`src/rtl/chx_rr_sched_if.sv`:
```
// Bundle between the eight channel controllers, the packet scheduler and the downstream byte sink.
// Handshake: a channel byte is consumed in the cycle its rr_ack bit is high; out_ready high means the sink can take one out_vld byte next cycle.
interface chx_rr_sched_if;
  logic [7:0]  rr_req;
  logic [7:0]  chx_qos;
  logic [63:0] chx_data;
  logic [7:0]  chx_sop;
  logic [7:0]  chx_eop;
  logic [7:0]  rr_ack;
  logic        out_ready;
  logic [7:0]  out_data;
  logic        out_vld;
  logic        out_sop;
  logic        out_eop;
  logic        out_qos;
  logic [2:0]  out_id;
  logic        sop_err;

  modport master (
    output rr_req, chx_qos, chx_data, chx_sop, chx_eop, out_ready,
    input  rr_ack, out_data, out_vld, out_sop, out_eop, out_qos, out_id, sop_err
  );

  modport slave (
    input  rr_req, chx_qos, chx_data, chx_sop, chx_eop, out_ready,
    output rr_ack, out_data, out_vld, out_sop, out_eop, out_qos, out_id, sop_err
  );
endinterface

```
`src/rtl/chx_rr_sched.sv`:
```
// Eight-channel whole-packet scheduler: strict QoS with per-class round robin and a high-burst cap,
// streaming the granted channel's bytes through one output register.
module chx_rr_sched #(
  parameter int unsigned HI_BURST_MAX = 4
) (
  input  logic           clk,
  input  logic           rst_n,
  chx_rr_sched_if.slave  bus,
  output logic           dbg_xfer
);

  typedef enum logic {IDLE, XFER} state_t;

  localparam logic [3:0] HB = 4'(HI_BURST_MAX);

  state_t     state_q, state_d;
  logic [2:0] grant_q;
  logic       grant_qos_q;
  logic [2:0] hi_ptr_q, lo_ptr_q;
  logic [3:0] hi_cnt_q;
  logic       first_q;

  logic [7:0] hi_req, lo_req, ack_vec;
  logic       pick_lo;
  logic [2:0] hi_win, lo_win, win;
  logic [7:0] g_data;
  logic       g_sop, g_eop;

  // First requester strictly after ptr, wrapping 7->0.
  function automatic logic [2:0] rr_pick(input logic [7:0] req, input logic [2:0] ptr);
    logic [2:0] idx;
    logic       found;
    rr_pick = ptr;
    found   = 1'b0;
    for (int k = 1; k <= 8; k++) begin
      idx = ptr + 3'(k);
      if (!found && req[idx]) begin
        rr_pick = idx;
        found   = 1'b1;
      end
    end
  endfunction

  assign hi_req  = bus.rr_req & bus.chx_qos;
  assign lo_req  = bus.rr_req & ~bus.chx_qos;
  assign pick_lo = ((hi_cnt_q == HB) && (|lo_req)) || !(|hi_req);
  assign hi_win  = rr_pick(hi_req, hi_ptr_q);
  assign lo_win  = rr_pick(lo_req, lo_ptr_q);
  assign win     = pick_lo ? lo_win : hi_win;

  assign g_data  = bus.chx_data[{grant_q, 3'b000} +: 8];
  assign g_sop   = bus.chx_sop[grant_q];
  assign g_eop   = bus.chx_eop[grant_q];

  always_comb begin
    state_d = state_q;
    ack_vec = 8'h00;
    case (state_q)
      IDLE: if (|bus.rr_req) state_d = XFER;
      XFER: begin
        if (bus.out_ready) begin
          ack_vec = 8'h01 << grant_q;
          if (g_eop) state_d = IDLE;
        end
      end
      default: state_d = IDLE;
    endcase
  end

  assign bus.rr_ack = ack_vec;
  assign dbg_xfer   = (state_q == XFER);

  always_ff @(posedge clk or negedge rst_n) begin
    if (!rst_n) begin
      state_q      <= IDLE;
      grant_q      <= 3'd0;
      grant_qos_q  <= 1'b0;
      hi_ptr_q     <= 3'd7;
      lo_ptr_q     <= 3'd7;
      hi_cnt_q     <= 4'd0;
      first_q      <= 1'b0;
      bus.out_vld  <= 1'b0;
      bus.out_data <= 8'h00;
      bus.out_sop  <= 1'b0;
      bus.out_eop  <= 1'b0;
      bus.out_qos  <= 1'b0;
      bus.out_id   <= 3'd0;
      bus.sop_err  <= 1'b0;
    end else begin
      state_q     <= state_d;
      bus.out_vld <= |ack_vec;
      if (state_q == IDLE && (|bus.rr_req)) begin
        grant_q     <= win;
        grant_qos_q <= !pick_lo;
        first_q     <= 1'b1;
        if (pick_lo) begin
          lo_ptr_q <= win;
          hi_cnt_q <= 4'd0;
        end else begin
          hi_ptr_q <= win;
          // Count high grants only while low traffic is actually waiting.
          if (!(|lo_req))          hi_cnt_q <= 4'd0;
          else if (hi_cnt_q != HB) hi_cnt_q <= hi_cnt_q + 4'd1;
        end
      end
      if (|ack_vec) begin
        bus.out_data <= g_data;
        bus.out_sop  <= g_sop;
        bus.out_eop  <= g_eop;
        bus.out_qos  <= grant_qos_q;
        bus.out_id   <= grant_q;
        first_q      <= 1'b0;
        if (first_q && !g_sop) bus.sop_err <= 1'b1;
      end
    end
  end

endmodule

```
`src/flat_wrapper.sv`:
```
// flat-port wrapper written by rule: the top's interface ports become plain ports
module chx_rr_sched_flat 
#(
  parameter int unsigned HI_BURST_MAX = 4
)
  (clk, rst_n, dbg_xfer, bus_rr_req, bus_chx_qos, bus_chx_data, bus_chx_sop, bus_chx_eop, bus_out_ready, bus_rr_ack, bus_out_data, bus_out_vld, bus_out_sop, bus_out_eop, bus_out_qos, bus_out_id, bus_sop_err);
  chx_rr_sched_if bus_i ();
  input  logic clk;
  input  logic rst_n;
  output logic dbg_xfer;
  input wire logic [$bits(bus_i.rr_req)-1:0] bus_rr_req;
  input wire logic [$bits(bus_i.chx_qos)-1:0] bus_chx_qos;
  input wire logic [$bits(bus_i.chx_data)-1:0] bus_chx_data;
  input wire logic [$bits(bus_i.chx_sop)-1:0] bus_chx_sop;
  input wire logic [$bits(bus_i.chx_eop)-1:0] bus_chx_eop;
  input wire logic [$bits(bus_i.out_ready)-1:0] bus_out_ready;
  output wire logic [$bits(bus_i.rr_ack)-1:0] bus_rr_ack;
  output wire logic [$bits(bus_i.out_data)-1:0] bus_out_data;
  output wire logic [$bits(bus_i.out_vld)-1:0] bus_out_vld;
  output wire logic [$bits(bus_i.out_sop)-1:0] bus_out_sop;
  output wire logic [$bits(bus_i.out_eop)-1:0] bus_out_eop;
  output wire logic [$bits(bus_i.out_qos)-1:0] bus_out_qos;
  output wire logic [$bits(bus_i.out_id)-1:0] bus_out_id;
  output wire logic [$bits(bus_i.sop_err)-1:0] bus_sop_err;
  assign bus_i.rr_req = bus_rr_req;
  assign bus_i.chx_qos = bus_chx_qos;
  assign bus_i.chx_data = bus_chx_data;
  assign bus_i.chx_sop = bus_chx_sop;
  assign bus_i.chx_eop = bus_chx_eop;
  assign bus_i.out_ready = bus_out_ready;
  assign bus_rr_ack = bus_i.rr_ack;
  assign bus_out_data = bus_i.out_data;
  assign bus_out_vld = bus_i.out_vld;
  assign bus_out_sop = bus_i.out_sop;
  assign bus_out_eop = bus_i.out_eop;
  assign bus_out_qos = bus_i.out_qos;
  assign bus_out_id = bus_i.out_id;
  assign bus_sop_err = bus_i.sop_err;
  chx_rr_sched #(.HI_BURST_MAX(HI_BURST_MAX)) u_core (.clk(clk), .rst_n(rst_n), .bus(bus_i), .dbg_xfer(dbg_xfer));
endmodule
```
`config.mk`:
```
export PLATFORM = sky130hd
export DESIGN_NAME = chx_rr_sched_flat
export DESIGN_NICKNAME = d
export VERILOG_FILES = /design/src/rtl/chx_rr_sched_if.sv /design/src/rtl/chx_rr_sched.sv /design/src/flat_wrapper.sv
export SDC_FILE = /design/constraint.sdc
export NUM_CORES = 1
export LEC_CHECK = 0
export CORE_MARGIN = 5
export CORE_UTILIZATION = 40
export DETAILED_ROUTE_END_ITERATION = 10
export GPL_TIMING_DRIVEN = 0
export PLACE_DENSITY = 0.71
export REMOVE_ABC_BUFFERS = 1
export SYNTH_ARGS = -nofsm -noshare
export SYNTH_HDL_FRONTEND = slang
export SYNTH_SLANG_ARGS = --single-unit
```
`constraint.sdc`:
```
create_clock -name clk -period 10.6 [get_ports clk]
set_input_delay 2.12 -clock clk [delete_from_list [all_inputs] [get_ports clk]]
set_output_delay 2.12 -clock clk [all_outputs]
set_load 0.01 [all_outputs]
```
== Word-level counts from Yosys, hierarchy flattened ==
Index checks and enable logic that the tools add are counted.
Storage, ports and cells
  bits in registers: 32
Operators by class
  multiplexer cells: 78
  shift-type cells: 2
  bitwise logic cells: 5
  eq/ne operators: 3
  magnitude comparators: 17
  $add $sub $neg: 15
  reduce and logical (&&, ||, !) cells: 44
Operator list (count)
  3-bit by 4-bit less-than comparator with 1-bit output, second input constant: 17
  64-bit by 7-bit variable part select with 8-bit output: 1
  1-bit binary-select mux with 3-bit select: 18
  3-bit 2-to-1 mux: 17
  1-bit 2-to-1 mux: 37
  8-bit OR reduction: 4
  3-bit adder, second input constant: 8
  1-bit logical AND: 17
  1-bit zero test: 17
  8-bit bitwise AND: 2
  8-bit 2-to-1 mux: 2
  3-bit by 2-bit adder with 3-bit output, second input constant: 4
  4-bit 2-to-1 mux: 3
  8-bit inverter: 1
  2-bit AND reduction: 4
  1-bit by 3-bit << shifter with 8-bit output, first input constant: 1
  3-bit by 1-bit adder with 3-bit output, second input constant: 2
  4-bit by 1-bit adder with 4-bit output, second input constant: 1
  4-bit by 3-bit == test with 1-bit output, second input constant: 1
  4-bit by 3-bit inequality test with 1-bit output, second input constant: 1
  3-bit by 2-bit inequality test with 1-bit output, second input constant: 1
  1-bit inverter: 2
  1-bit case mux with 2 select lines: 1
  2-bit nonzero test: 1
  1-bit logical OR: 1

== Depth between registers and ports, before layout ==
  depth in word-level cells: 27
  mapped depth: 12

== Least setup slack after synthesis ==
Ideal clock, no wire load.
  path type: input to output
  start: input port bus_out_ready
  end: output port bus_rr_ack[0]
  path buffers: 2
  arrival time: 2948 ps
  cell stages on the path: 4
  slack: 5532 ps
  cells stage by stage: nand2_1 -> clkbuf_1 -> buf_1 -> nor4_1
Between the ends
  longest elaborated chain between the ends: 2
RTL lines
  start: declaration: RTL line flat_wrapper.sv:16  | input wire logic [$bits(bus_i.out_ready)-1:0] bus_out_ready;
  8-bit 2-to-1 mux: RTL line chx_rr_sched.sv:61  | if (bus.out_ready) begin
  8-bit 2-to-1 mux: RTL line chx_rr_sched.sv:58  | case (state_q)
  end: declaration: RTL line flat_wrapper.sv:17  | output wire logic [$bits(bus_i.rr_ack)-1:0] bus_rr_ack;
Every way passes these cells.

== Final worst setup path ==
  start: input port bus_out_ready
  end: output port bus_rr_ack[1]
Same word-level chain as after synthesis.

==> metrics.md <==
| Metric | Value |
|---|---|
| IO buf count | 123 |
| Syn Std Cell Area | 3920 um2 |
| Peak VDD IR | 0.0001134 V |
| Crit path from | bus_out_ready |
| Drt drc | 0 |
| Initial Util | 0.4048 |
| Worst path buffer plus inverter count | 3 |
| Worst Tran Pin Value | 1.199 ns |
| Cts bufs inserted | 5 |
| Crit path max fanout | 30 |
| Syn avg cell area | 9.515 um2 |
| Syn. warnings | 0 |
| Min-delay src | u_core.bus.sop_err$_DFFE_PN0P_ |
| Max Clk Rate | 0.1566 GHz |
| Max-cap violation count | 0 |
| Max stage delay on crit path | 0.58 ns |
| CTS tree | yes |
| Top-Level Pins | 124 |
| Synth Flop Type | dfrtp_1 |
| Vias in the first global route | 3808 |
| Post-CTS sizing | 0 |
| Slowest CP cell | clkdlybuf4s50_1 |
| Critical Path Start Type | primary input |
| Chip height | 109.0 um |
| Placed insts | 643 |
| Fin worst setup slack | 4.213 ns |
| Hold Path Class | reg -> reg |
| GP Congestion | 0.9053 |
| Post-route minimum period | 6.387 ns |
| Vias per inst | 6.115 |
| Post-DRT Antenna Nets | 0 |
| Pins Over Slew Limit | 0 |
| Slew headroom | 0.1985 |
| CTS root buffer | clkbuf_8 |
| Initial DRT Pass Iterations | 5 |
| Overall Global Routing Usage | 0.2026 |
| Final core utilization | 0.5451 |
| Multi-input gate area | 2933 um2 |
| DP HPWL | 9837 um |
| RSZ-0062 raised after global routing | false |
| Final Hold Vio Count | 0 |
| Worst skew pair latency | 0.29 ns |
| CP top delay family | buffers and inverters |
| FF-to-FF Start | u_core.hi_ptr_q[0]$_DFFE_PN1P_ |
| Clk sinks | 32 |
| Yosys reg bits | 32 |
| Post-synthesis sequential area ratio | 0.2062 |
| Die X | 109.0 um |
| Clk slew on worst S/H paths | 0.06 ns |
| Final Net Count | 622 |
| CP endpoint kind | output pin |
| Total Neg Setup Slack | 0 ns |
| Worst EP required | 8.48 ns |
| Final Instance Count excl. Fillers | 651 |
| Post-synth EDFFs | 0 |
| Detailed-route wire length | 12310 um |
| Crit path kind | in -> out |
| Async set or reset register ratio after synthesis | 1.000 |
| Synthesized instance count | 412 |
| First-pass GRT wire length | 19310 um |
| Hold Buf Count CTS | 0 |
| Core footprint | 9684 um2 |
| P per Cell Area | 290.6 nW/um2 |
| Antenna violations before repair | 0 |
| Share of cells above drive strength 1 | 0.1486 |
| Worst hold slack | 0.4724 ns |
| Core Rows | 36 |
| FILL cells | 871 |
| Gr ovfl total | 0 |
| Pre-CTS setup slack | 4.155 ns |
| Crit path DAT | 4.27 ns |
| Final period util | 0.6025 |
| # diodes | 0 |
| Initial DRC count | 273 |
| Status | completed |
| Clock Path Buffers | 2 |
| Post-synth cell types | 75 |
| Full die area | 11880 um2 |
| Area Growth Syn to Fin | 34.66% |
| Routed len/inst | 18.90 um |
| Leakage | 0.001949 uW |
| Setup repair bufs after CTS | 0 |
| Largest net degree at the start of global routing | 33 |
| Crit path cell chain | clkdlybuf4s50_1 -> nand2_1 -> inv_1 -> nand2_1 -> nor3_1 -> clkdlybuf4s50_1 |
| Layout Skew | 0.006386 ns |
| Final setup fails | 0 |
| Sequential cell area | 809.5 um2 |
| H-tree depth | 2 |
| Routed vias | 3981 |
==> where the power goes <==
group	switching (uW)	total (uW)	internal (uW)
Clock	45.4	97.2	51.8
Sequential	137	326	189
Combinational	540	1110	571
==> cell type report <==
class	instances	share of cell area
clock inverters	2	0.001896
clock buffers	6	0.01564
flip-flops and latches	32	0.1534
inverters	13	0.009718
repair buffers	123	0.2323
well taps	133	0.03152
multi-input cells	342	0.5556
==> synth_stat cells, drive strengths merged (10+ instances only) <==
| cell | instances | area [um2] |
|---|---|---|
| clkbuf | 12 | 45.04 |
| nor2 | 34 | 130.1 |
| o21ai | 34 | 181.4 |
| nand2b | 15 | 93.84 |
| mux2i | 21 | 210.2 |
| dfrtp | 26 | 650.6 |
| nand2 | 44 | 165.2 |
| inv | 13 | 51.30 |
| nand3 | 10 | 50.05 |
| mux4 | 43 | 972.2 |
| buf | 13 | 82.57 |
==> stage by stage <==
step	instance area [um2]	power [uW]
final	5279	1534
after global routing	5279	1660
after CTS	5278	1534
after detailed placement	5185	1433
after global placement	5190	1404
after floorplan	3792	1107
==> state kept, by name, indices dropped and copies added, names as in the netlist <==
signal	count
u_core.bus.out_data	8
u_core.bus.out_eop	1
u_core.bus.out_id	3
u_core.bus.out_qos	1
u_core.bus.out_sop	1
u_core.bus.out_vld	1
u_core.bus.sop_err	1
u_core.dbg_xfer	1
u_core.first_q	1
u_core.grant_q	3
u_core.grant_qos_q	1
u_core.hi_cnt_q	4
u_core.hi_ptr_q	3
u_core.lo_ptr_q	3
==> worst register-to-register path, cell delays in order (launching register included) <==
cell     delay, ns
dfstp_2       0.86
inv_2         0.19
ha_1          0.29
xnor2_1       0.56
mux4_2        0.68
o41ai_1       0.58
o22ai_1       0.20
a221o_1       0.39
a31oi_1       0.16
==> layer usage <==
| metal | up-vias | wire length [um] | global-route usage |
|---|---|---|---|
| li1 | 1836 | - | - |
| met1 | 1936 | 4984 | 0.2603 |
| met2 | 193 | 5848 | 0.3504 |
| met3 | 16 | 1323 | 0.04381 |
| met4 | 0 | 148 | 0.04328 |
| met5 | - | 0 | 0 |
==> logic make-up after synthesis <==
| family | synth area share |
|---|---|
| multiplexers | 0.3160 |
| AND/OR/NAND/NOR | 0.2056 |
| buffers and inverters | 0.04564 |
| adder cells (fa/ha/maj) | 0.01915 |
| flip-flops | 0.2062 |
| XOR/XNOR | 0.01500 |
| AO/OA/AOI/OAI | 0.1925 |
==> worst paths after layout <==
check / to / slack [ns] / cells past startpoint
min reg2reg: u_core.bus.sop_err$_DFFE_PN0P_ / 0.47 / 1
max reg2reg: u_core.grant_q[1]$_DFFE_PN0P_ / 6.62 / 8
min: u_core.bus.sop_err$_DFFE_PN0P_ / 0.47 / 1
min in group asynchronous: u_core.bus.out_data[7]$_DFFE_PN0N_ / 1.88 / 1
max in group asynchronous: u_core.grant_q[0]$_DFFE_PN0P_ / 8.20 / 1
max: bus_rr_ack[1] / 4.21 / 6
==> layout by cell type, fill, tap and decap left out, drive strengths merged, types with 3 or more instances in the layout <==
cell / n
a211oi: 4
a21boi: 4
a21o: 3
a21oi: 9
a31oi: 6
and2: 5
clkbuf: 6
clkdlybuf4s50: 122
dfrtp: 26
dfstp: 6
ha: 6
inv: 13
mux2: 5
mux2i: 21
mux4: 43
nand2: 44
nand2b: 15
nand3: 10
nand3b: 4
nand4: 5
nor2: 34
nor2b: 9
nor3: 4
nor4: 6
o211ai: 6
o21a: 6
o21ai: 34
o22ai: 5
o31ai: 5
o41ai: 4
xnor2: 5
(Power assumes the default switching activity.)
